--- config.mk ---
export PLATFORM = sky130hd
export DESIGN_NAME = signal_sync_filter
export DESIGN_NICKNAME = d
export VERILOG_FILES = /design/src/rtl/signal_sync_filter_pkg.sv /design/src/rtl/signal_debounce_ch.sv /design/src/rtl/signal_sync_filter.sv
export SDC_FILE = /design/constraint.sdc
export NUM_CORES = 1
export LEC_CHECK = 0
export CORE_AREA = 4 4 41 43
export CTS_BUF_LIST = sky130_fd_sc_hd__clkbuf_16
export CTS_CLUSTER_DIAMETER = 200
export DETAILED_ROUTE_END_ITERATION = 7
export DIE_AREA = 0 0 45 47
export SLEW_MARGIN = 20
export SYNTH_ARGS = -nofsm -noshare
export SYNTH_HDL_FRONTEND = slang
export SYNTH_HIERARCHICAL = 1
export SYNTH_SLANG_ARGS = --single-unit
--- constraint.sdc ---
create_clock -name clk -period 1.1 [get_ports clk]
set_clock_uncertainty 0.2 [all_clocks]
set_input_delay 0.22 -clock clk [delete_from_list [all_inputs] [get_ports clk]]
set_output_delay 0.22 -clock clk [all_outputs]
set_load 0.02 [all_outputs]
--- src/rtl/signal_sync_filter_pkg.sv ---
// Shared constants and helpers for clock-domain-crossing input blocks.
// Provides the default synchroniser depth and a constant-foldable clog2.
package signal_sync_filter_pkg;

  localparam int SYNC_STAGES_DEFAULT = 2;

  function automatic int clog2(input int value);
    int r;
    r = 0;
    while ((1 << r) < value) r++;
    return r;
  endfunction

endpackage

--- src/rtl/signal_debounce_ch.sv ---
// One channel of the input conditioner: stability counter, filtered level
// register and registered one-cycle rise/fall pulses.
module signal_debounce_ch #(
  parameter int   FILTER    = 4,
  parameter int   CNT_W     = 2,
  parameter logic RESET_VAL = 1'b0
) (
  input  logic clk,
  input  logic rst,
  input  logic syncIn,
  output logic level,
  output logic rise,
  output logic fall,
  output logic pulseNext
);

  logic [CNT_W-1:0] cnt;
  logic             differs;

  assign differs   = syncIn != level;
  assign pulseNext = differs && (cnt == CNT_W'(FILTER - 1));

  // Count consecutive cycles of disagreement; adopt the new level once stable.
  always_ff @(posedge clk) begin
    if (rst) begin
      level <= RESET_VAL;
      cnt   <= '0;
      rise  <= 1'b0;
      fall  <= 1'b0;
    end else begin
      rise <= 1'b0;
      fall <= 1'b0;
      if (!differs) begin
        cnt <= '0;
      end else if (pulseNext) begin
        level <= syncIn;
        cnt   <= '0;
        rise  <= syncIn;
        fall  <= !syncIn;
      end else begin
        cnt <= cnt + CNT_W'(1);
      end
    end
  end

endmodule

--- src/rtl/signal_sync_filter.sv ---
// N-channel synchroniser plus debounce filter with edge pulses.
// Holds the synchroniser chain and the changed OR-reduction.
module signal_sync_filter
  import signal_sync_filter_pkg::*;
#(
  parameter int           N         = 1,
  parameter int           STAGES    = SYNC_STAGES_DEFAULT,
  parameter int           FILTER    = 4,
  parameter logic [N-1:0] RESET_VAL = '0
) (
  input  logic         clk,
  input  logic         rst,
  input  logic [N-1:0] async_in,
  output logic [N-1:0] sync_out,
  output logic [N-1:0] rise,
  output logic [N-1:0] fall,
  output logic         changed
);

  localparam int CNT_W = (clog2(FILTER) < 1) ? 1 : clog2(FILTER);

  (* ASYNC_REG = "TRUE", shreg_extract = "no" *)
  logic [N-1:0] syncStage [STAGES];

  logic [N-1:0] pulseNext;

  // Plain flop chain; nothing but wires between stages.
  always_ff @(posedge clk) begin
    if (rst) begin
      for (int k = 0; k < STAGES; k++) syncStage[k] <= RESET_VAL;
    end else begin
      syncStage[0] <= async_in;
      for (int k = 1; k < STAGES; k++) syncStage[k] <= syncStage[k-1];
    end
  end

  for (genvar i = 0; i < N; i++) begin : gCh
    signal_debounce_ch #(
      .FILTER   (FILTER),
      .CNT_W    (CNT_W),
      .RESET_VAL(RESET_VAL[i])
    ) uCh (
      .clk      (clk),
      .rst      (rst),
      .syncIn   (syncStage[STAGES-1][i]),
      .level    (sync_out[i]),
      .rise     (rise[i]),
      .fall     (fall[i]),
      .pulseNext(pulseNext[i])
    );
  end

  // Registered from next-cycle pulse terms so it lines up with rise/fall.
  always_ff @(posedge clk) begin
    if (rst) changed <= 1'b0;
    else     changed <= |pulseNext;
  end

endmodule
Word-level counts from Yosys, hierarchy flattened --
Memory sizes are Yosys's and may differ from the RTL's. Index checks and enable logic that the tools add are counted.
Storage, ports and cells: bits in registers 6, memory bits (writable) 2, output and inout bits 4, memories 1
Operators by class: add/subtract/negate cells 1, eq/ne operators 2, muxes and demuxes 5, bitwise logic cells 4, reduce and logical (&&, ||, !) cells 5
Memory list:
- syncStage | depth 2, width 1, read ports 2, clocked after memory_dff 0, wr ports 2, line signal_sync_filter.sv:23 | logic [N-1:0] syncStage [STAGES];
Operator list (count):
- $reduce_or A3 Y1 | 2
- $mux W1 | 5
- $add A2 B1 Y2 const B | 1
- $eq A2 B2 Y1 const B | 1
- $not A1 Y1 | 2
- $or A1 B1 Y1 | 2
- $reduce_and A2 Y1 | 1
- $logic_and A1 B1 Y1 | 1
- $logic_not A1 Y1 | 1
- $ne A1 B1 Y1 | 1

Logic depth before layout (Yosys ltp) --
word-level depth 4, mapped depth 3, mapped depth without buffers 3

By module --
The synthesis kept the hierarchy.
Modules (own cells, without submodules):
- signal_debounce_ch | instances 1, cells an instance 15, area an instance 186.4 um^2
- signal_sync_filter | instances 1, cells an instance 6, area an instance 78.8 um^2

Least setup slack after synthesis --
OpenSTA, ideal clock, no wires.
path type register to register, from register gCh[0].uCh.level, to register changed, arrival 0.886 ns, data required time 0.786 ns, path slack -0.099 ns, stages on the path, launching flop included 4, path buffers 0, cell sequence dfxtp_1 xor2_1 and2_2 nor2b_1
On the way: word-level cells in the longest chain between the ends 2
RTL lines:
- start, declared | line signal_debounce_ch.sv:11 | output logic level,
- start signal, assigned | line signal_debounce_ch.sv:36 | level <= syncIn;
- $ne A1 B1 Y1 | line signal_debounce_ch.sv:20 | assign differs = syncIn != level;
- $logic_and A1 B1 Y1 | line signal_debounce_ch.sv:21 | assign pulseNext = differs && (cnt == CNT_W'(FILTER - 1));
- named net pulseNext | line signal_sync_filter.sv:25 | logic [N-1:0] pulseNext;
- end signal, assigned | line signal_sync_filter.sv:56 | else changed <= |pulseNext;
- end, declared | line signal_sync_filter.sv:17 | output logic changed
The timed path passes the listed nets, and every way through them passes these cells. A chain may end at the register's enable or synchronous reset.

Final worst setup path --
Same ends and word-level chain as after synthesis.

==> out/metrics.yaml <==
global_route:
  grt_pass1_wl_mm: 1.04
  grt_usage_pct: 7.69
  grt.overflow.total: 0
  grt_pass1_vias: 237
  antenna_found_initial: 0
  grt_max_degree: 6
clocking:
  path_clk_slew_ps: 40
  cts_root_buffer: "clkbuf_16"
  cts_max_path_buffers: 2
  htreeDepth: 1
  cts_buffers: 3
  cts_tree: "yes"
  clock_sinks: 8
  clock_latency_ps: 230
  cts_hold_buf: 0
cells_and_area:
  seq_area_um2: 168
  postLayoutCoreUtil_pct: 37.2
  drive_above_1_share_pct: 57.1
  finalNonFillerCells: 50
  fill_cells: 141
  n_antenna_cell: 0
  nNetsFinal: 40
  multi_input_area_um2: 126
  syn2layout_area_growth_pct: 82.5
timing:
  fmax_mhz: 842
  hold_violations: 0
  tightest_slew_ps: 163
  layout_worst_path_cycle_share_pct: 108
  setup_ws_ps: -87.2
  slew_viol_final: 0
  setup_violations: 5
  min_period_ps: 1190
  relSlewSlack_pct: 89.1
  rsz0062_at_grt: "true"
critical_path:
  slowest_stage: "dfxtp_4"
  worstPathArrival_ps: 1110
  cp_data_required_time_ps: 1030
  criticalPathCategory: "reg -> reg"
  max_stage_delay_ps: 330
  start_kind: "register"
  crit_chain: "buf_6, xor2_2, and2_4, nor2b_1"
  worstSetupEndpointType: "register"
  cp_top_family: "flip-flops"
  cp_num_buf_inv: 1
  cp_max_fo: 3
drt:
  vias: 202
  drtIter0Drc: 3
  drc: 0
  postRouteAntennaNets: 0
  vias_per_cell: 4.04
  wl_per_cell_um: 12.3
  drtPass1Iterations: 4
  wl_um: 617
placement:
  io_buffers: 6
  placed_cells: 45
  gp_congestion: 0.672
  dp.final_hpwl_um: 426
hold_path:
  hold_class: "reg -> reg"
synth:
  syn_inst: 21
  synth_fp_nets: 25
  yosysTopAreaCellShare_pct: 60.4
  ys_top_cells_by_area: "dfxtp_1 (60%), and4bb_2 (9.4%), nor2b_1 (7.1%)"
  syn_area_per_cell_um2: 12.6
  synth_area_um2: 265
  yosys_warnings: 6
  synth_seq_cells: 8
  seq_area_frac_synth_pct: 60.4
  synth_largest_area_cell: "dfxtp_1"
  yosysUniqueCellTypes: 10
floorplan:
  core_area_um2: 1300
  ioPinCount: 7
  die_area_um2: 2120
  die_height_um: 47
  start_util_pct: 20.4
  die-width_um: 45
  rows: 13
outcome:
  status: "finished with violations"
  violations: "negative setup slack"
power_and_ir_drop:
  power.total_mw: 0.935
  p_per_area_nw_per_um2: 1930
  p_leak_nw: 0.216
  vdd_drop_max_mv: 1.11
flow_run:
  drv_cap: 0
-- power breakdown --
| group | leakage (nW) | switching (mW) | internal [mW] | total [mW] |
|---|---|---|---|---|
| clock network | 0.0423 | 0.140 | 0.473 | 0.614 |
| logic | 0.107 | 0.00863 | 0.0153 | 0.0240 |
| registers | 0.0672 | 0.00316 | 0.294 | 0.297 |
| total | 0.216 | 0.152 | 0.782 | 0.935 |
-- layer usage --
layer  part of all wire (%)  up-vias  wire length [um]  global-route usage [%]
met3                    5.2        2                32                    4.60
met5                      0        -                 0                       0
li1                       -       98                 -                       -
met4                    1.9        0                12                    5.26
met2                     57        6               354                    14.1
met1                     35       96               218                    5.98
-- flip-flops by register name (all words and copies together) (netlist names) --
register and count:
gCh.uCh/cnt 2, syncStage 2, changed 1, gCh.uCh/fall 1
gCh.uCh/level 1, gCh.uCh/rise 1
-- through the flow --
stage	area [um2]	setup slack (ps)	hold WS [ps]	setup TNS (ps)
after floorplan	270	2.45	82.7	0
after global placement	372	-236	232	-2050
after detailed placement	372	-242	240	-2420
after CTS	469	-78.3	260	-147
after global routing	484	-107	270	-282
final	484	-87.2	258	-185
-- layout by cell type, fill, tap and decap left out --
cell,instances
clkbuf_16,3
inv_1,1
dfxtp_4,1
and2_4,1
dfxtp_2,3
nor2b_1,3
xor2_2,1
buf_2,1
mux2i_1,1
ha_4,1
and3_1,1
dfxtp_1,4
and3b_1,1
buf_6,4
clkdlybuf4s50_1,2
nor2_1,2
and4bb_2,2
buf_4,3
-- cell usage after synthesis, drive strengths merged --
library cell  number
and3               1
nor2               2
mux2i              1
dfxtp              8
xor2               1
nor2b              3
and2               1
and3b              1
ha                 1
and4bb             2
-- worst reg2reg max path, delay by kind of cell (launching register included) --
kind | cells | cell delay [ps]
AND/OR/NAND/NOR | 2 | 260
buffers and inverters | 1 | 120
flip-flops | 1 | 330
XOR/XNOR | 1 | 180
-- area by class of cell --
class	instances	area share [%]
Tap cell	15	3.88
Clock buffer	3	15.5
Clock inverter	1	0.775
Sequential cell	8	34.6
Multi-Input combinational cell	13	26.1
Timing Repair Buffer	10	19.1
-- timing repair --
action,in CTS,in global routing
pin swaps,1,2
setup endpoints to repair,10,10
setup buffers,1,0
gates resized for setup,23,6
-- cell families after synthesis --
group	Yosys count	share of synthesized area, %
multiplexers	1	3.77
AND/OR/NAND/NOR	10	27.8
adder cells (fa/ha/maj)	1	4.72
flip-flops	8	60.4
XOR/XNOR	1	3.30
-- final timing paths --
path | start | end | slack (ps) | cells after the start
min reg2reg | syncStage[0][0] | syncStage[0][1] | 260 | 1
max reg2reg | gCh[0].uCh/level | changed | -90 | 4
min | syncStage[0][0] | syncStage[0][1] | 260 | 1
max | gCh[0].uCh/level | changed | -90 | 4
No activity file was read; power rests on OpenSTA's default activity.
